===== src/rtl/sw_led_io.sv =====
// Switch debouncer with rising-edge detect feeding a registered LED driver.
// The LED driver shows the debounced switches, toggle bits, edge count or a blink pattern.
module sw_led_io #(
  parameter int WIDTH           = 8,
  parameter int DEBOUNCE_CYCLES = 50000,
  parameter int BLINK_DIV       = 12500000
) (
  input  logic             clk,
  input  logic             rst_n,
  input  logic [WIDTH-1:0] sw,
  input  logic [1:0]       mode,
  input  logic             clr,
  output logic [WIDTH-1:0] led,
  output logic [WIDTH-1:0] sw_db,
  output logic [WIDTH-1:0] sw_rise
);

  // The extra bit keeps DEBOUNCE_CYCLES-1 representable for any parameter value.
  localparam int CW = $clog2(DEBOUNCE_CYCLES) + 1;
  localparam int PW = (BLINK_DIV > 1) ? $clog2(BLINK_DIV) : 1;
  localparam logic [CW-1:0] DB_LAST = CW'(DEBOUNCE_CYCLES - 1);
  localparam logic [PW-1:0] PS_LAST = PW'(BLINK_DIV - 1);

  logic [WIDTH-1:0] sync_p0;
  logic [WIDTH-1:0] sync_p1;
  logic [CW-1:0]    cnt [WIDTH];
  logic [WIDTH-1:0] tog;
  logic [WIDTH-1:0] ecnt;
  logic [PW-1:0]    ps_cnt;
  logic             phase;

  // Stage p0/p1: two-flop synchronizer, the only consumer of raw sw
  always_ff @(posedge clk or negedge rst_n) begin
    if (!rst_n) begin
      sync_p0 <= '0;
      sync_p1 <= '0;
    end else begin
      sync_p0 <= sw;
      sync_p1 <= sync_p0;
    end
  end

  // Debounce: accept a new level only after it has differed for DEBOUNCE_CYCLES cycles
  always_ff @(posedge clk or negedge rst_n) begin
    if (!rst_n) begin
      for (int i = 0; i < WIDTH; i++) cnt[i] <= '0;
      sw_db   <= '0;
      sw_rise <= '0;
    end else begin
      for (int i = 0; i < WIDTH; i++) begin
        sw_rise[i] <= 1'b0;
        if (sync_p1[i] == sw_db[i]) begin
          cnt[i] <= '0;
        end else if (cnt[i] == DB_LAST) begin
          cnt[i]     <= '0;
          sw_db[i]   <= sync_p1[i];
          sw_rise[i] <= sync_p1[i];
        end else begin
          cnt[i] <= cnt[i] + 1'b1;
        end
      end
    end
  end

  // Edge consumers: clr has priority over a coincident rising edge
  always_ff @(posedge clk or negedge rst_n) begin
    if (!rst_n) begin
      tog  <= '0;
      ecnt <= '0;
    end else if (clr) begin
      tog  <= '0;
      ecnt <= '0;
    end else begin
      tog <= tog ^ sw_rise;
      if (|sw_rise) ecnt <= ecnt + 1'b1;
    end
  end

  always_ff @(posedge clk or negedge rst_n) begin
    if (!rst_n) begin
      ps_cnt <= '0;
      phase  <= 1'b0;
    end else if (ps_cnt == PS_LAST) begin
      ps_cnt <= '0;
      phase  <= ~phase;
    end else begin
      ps_cnt <= ps_cnt + 1'b1;
    end
  end

  // Output stage: LED source select, one cycle behind its source
  always_ff @(posedge clk or negedge rst_n) begin
    if (!rst_n) begin
      led <= '0;
    end else begin
      case (mode)
        2'd0:    led <= sw_db;
        2'd1:    led <= tog;
        2'd2:    led <= sw_db & {WIDTH{phase}};
        default: led <= ecnt;
      endcase
    end
  end

endmodule

===== config.mk =====
export PLATFORM = sky130hd
export DESIGN_NAME = sw_led_io
export DESIGN_NICKNAME = d
export VERILOG_FILES = /design/src/rtl/sw_led_io.sv
export SDC_FILE = /design/constraint.sdc
export NUM_CORES = 1
export LEC_CHECK = 0
export ABC_AREA = 1
export BUFFER_PORTS_ARGS = -buffer_cell sky130_fd_sc_hd__buf_2
export CORE_UTILIZATION = 35
export CTS_CLUSTER_DIAMETER = 100
export CTS_CLUSTER_SIZE = 8
export DETAILED_ROUTE_END_ITERATION = 7
export PLACE_DENSITY = 0.52
export SLEW_MARGIN = 40
export SYNTH_ARGS = -nofsm -noshare
export SYNTH_HDL_FRONTEND = slang
export SYNTH_SLANG_ARGS = --single-unit

===== constraint.sdc =====
create_clock -name clk -period 1.8 [get_ports clk]
set_input_delay 0.18 -clock clk [delete_from_list [all_inputs] [get_ports clk]]
set_output_delay 0.18 -clock clk [all_outputs]
set_load 0.01 [all_outputs]

==> metrics.cfg <==
[clock_network]
cts_buffer_depth = 3
cts.clk_slew.worst_paths_ps = 50
ctsRootBufferMaster = clkbuf_16
cts_setup_buffers = 0
cts_tree = yes
cts_resized = 0
hold_buffers = 10
cts_buffers = 31
insertion_delay_ps = 560
htreeDepth = 1
clock-sinks = 217

[logic_synthesis]
synth_cells = 1411
synthTopCellsByCount = 324 x nor2_1, 316 x nand2_1, 217 x dfrtp_1
synth_edf_count = 0
ys_async_sr_fraction_pct = 100
synth_seq_cells = 217
netlist_area_um2 = 11000
yosys.area.top_type = dfrtp_1
ys_top_cells_by_area = dfrtp_1 49%, nor2_1 11%, nand2_1 11%
ys.flop_type = dfrtp_1
synth_cell_types = 28
syn_area_per_cell_um2 = 7.78
yosysWarnings = 0
yosys.cell_count.top_type = nor2_1
seq_area_frac_synth_pct = 49.5
yosysTopAreaCellShare_pct = 49.5
syn_nets = 1434

[timing]
setup_viol = 0
hold_violations = 0
slew_viol_final = 0
period_minus_slack_ps = 1500
rsz0062_at_grt = false
fin_ws_ps = 300
tightest_slew_ps = 527
fin_skew_ps = 13.4
tns_ps = 0
slew-limit-headroom_pct = 64.8
fmax_mhz = 667
finalCritPeriodShare_pct = 83.3

[worst_setup_path]
startpoint_type = flip-flop
worstPathRequired_ps = 2240
critPathArrivalTime_ps = 1940
worst-setup-path-type = flip-flop to flip-flop
path_max_fanout = 8
cp-end-kind = flip-flop

[layout]
regMostFlops = cnt
final_util_pct = 41.2
final_net_count = 1517
area_growth_pct = 15.4
fillers = 3149
largest_reg_flops = 136
diodes = 0
top_regs = cnt x136, ps_cnt x24
drive_gt1_share_pct = 7.76
final_cell_area_um2 = 12700

[pwr]
cellInternalPower_uw = 8090
p_leak_uw = 0.00577
max-vdd-ir-drop_v = 0.000657
pwr-share-seq_pct = 48.0
combPwrFrac_pct = 3.4
swShare_pct = 22.5
pwr-share-clk_pct = 48.6
p_per_area_nw_per_um2 = 824
power.switching_uw = 2350

[place]
numPortBuffers = 36
placed_cell_area_um2 = 11800
dp.final_hpwl_um = 17300
dp_slack_ps = 304
place_congestion = 0.869

[route]
drc = 10
dr.pass1.iters = 7
vias = 8760
wl_per_cell_um = 12.6
wirelength_um = 23900
antenna_left = 0
vias_per_cell = 4.63
drt_iter0_drc = 471

[global_route]
grt_pass1_vias = 8685
grt_usage_pct = 15.9
grt_pass1_wl_um = 41800
grt_overflow_total = 0
antenna_found_initial = 0
grt_max_degree = 52

[floorplan]
rows = 64
dieArea_um2 = 32100
initial_core_util_pct = 35.7
core_um2 = 30700
die-height_um = 179
num_io_pins = 37
die_w_um = 179

[min_path]
hold_class = primary input to flip-flop

[flow_run]
cap_violations = 0

[run_status]
status = finished, violations left
violations = design-rule violations

-- per-layer routing --
layer	part of all wire, %	GRT usage, %	up-vias
li1	-	-	4584
met1	50	22.3	4045
met2	44	25.5	97
met3	3.4	2.65	34
met4	1.9	3.99	0
met5	0	0	-
-- final timing paths --
check	end	slack, ps	cells past startpoint	from
max in group asynchronous	cnt[10]	1050	3	rst_n
max	ps_cnt[21]	300	8	ps_cnt[0]
min in group asynchronous	cnt[48]	130	2	rst_n
min	led[7]	90	3	mode[1]
max reg2reg	ps_cnt[21]	300	8	ps_cnt[0]
min reg2reg	sync_p1[0]	340	0	sync_p0[0]
-- cell type report --
type                    instances  area, µm²  area share [%]
multi-input cells            1023       4900            38.7
repair buffers                 55        408            3.22
flip-flops and latches        217       5430            42.9
clock buffers                  32        779            6.16
inverters                     166        623            4.92
well taps                     396        495            3.91
clock inverters                 2       28.8           0.227
-- worst max-delay path, stage by stage (launching register included) --
cell and delay (ps):
dfrtp_1 360, ha_1 200, nand2_2 100, nor2_4 200
inv_2 50, nor2_2 110, nand3_2 190, nand2_1 130
nor2_1 40
-- cell usage in the layout, fill, tap and decap left out, drive strengths merged, types with 6 or more instances in the layout --
cell,count
nor2,340
nand2,332
dfrtp,217
inv,167
nand3,94
xor2,72
buf,45
o21ai,43
clkbuf,32
nand4,30
a21oi,27
nor3,24
and2,19
o21bai,10
ha,10
dlygate4sd3,10
nor3b,10
nand3b,6
-- metrics by stage --
stage | std cells | hold slack, ps | power (µW)
3_5_place_dp | 1847 | 139 | 5450
4_1_cts | 1891 | 60.2 | 10700
3_3_place_gp | 1847 | 138 | 5440
2_1_floorplan | 1411 | -116 | 5220
5_1_grt | 1891 | 99.5 | 10900
6_report | 1891 | 86.1 | 10400
-- power by group through the flow --
stage	Sequential, µW	Clock [µW]	Combinational, µW
after CTS	5010	5290	376
after global placement	5090	0	356
final	5010	5070	358
after detailed placement	5090	0	358
after floorplan	5080	0	141
after global routing	5010	5460	424
-- cell families after synthesis --
family                     synth area share [%]
DFF                                        49.5
and+or+nand+nor                            33.4
adders and majority gates                  1.14
buffers and inverters                      5.91
AOI/OAI and AO/OA                          4.22
xor gates and xnor gates                   5.83
(Power assumes the default switching activity.)
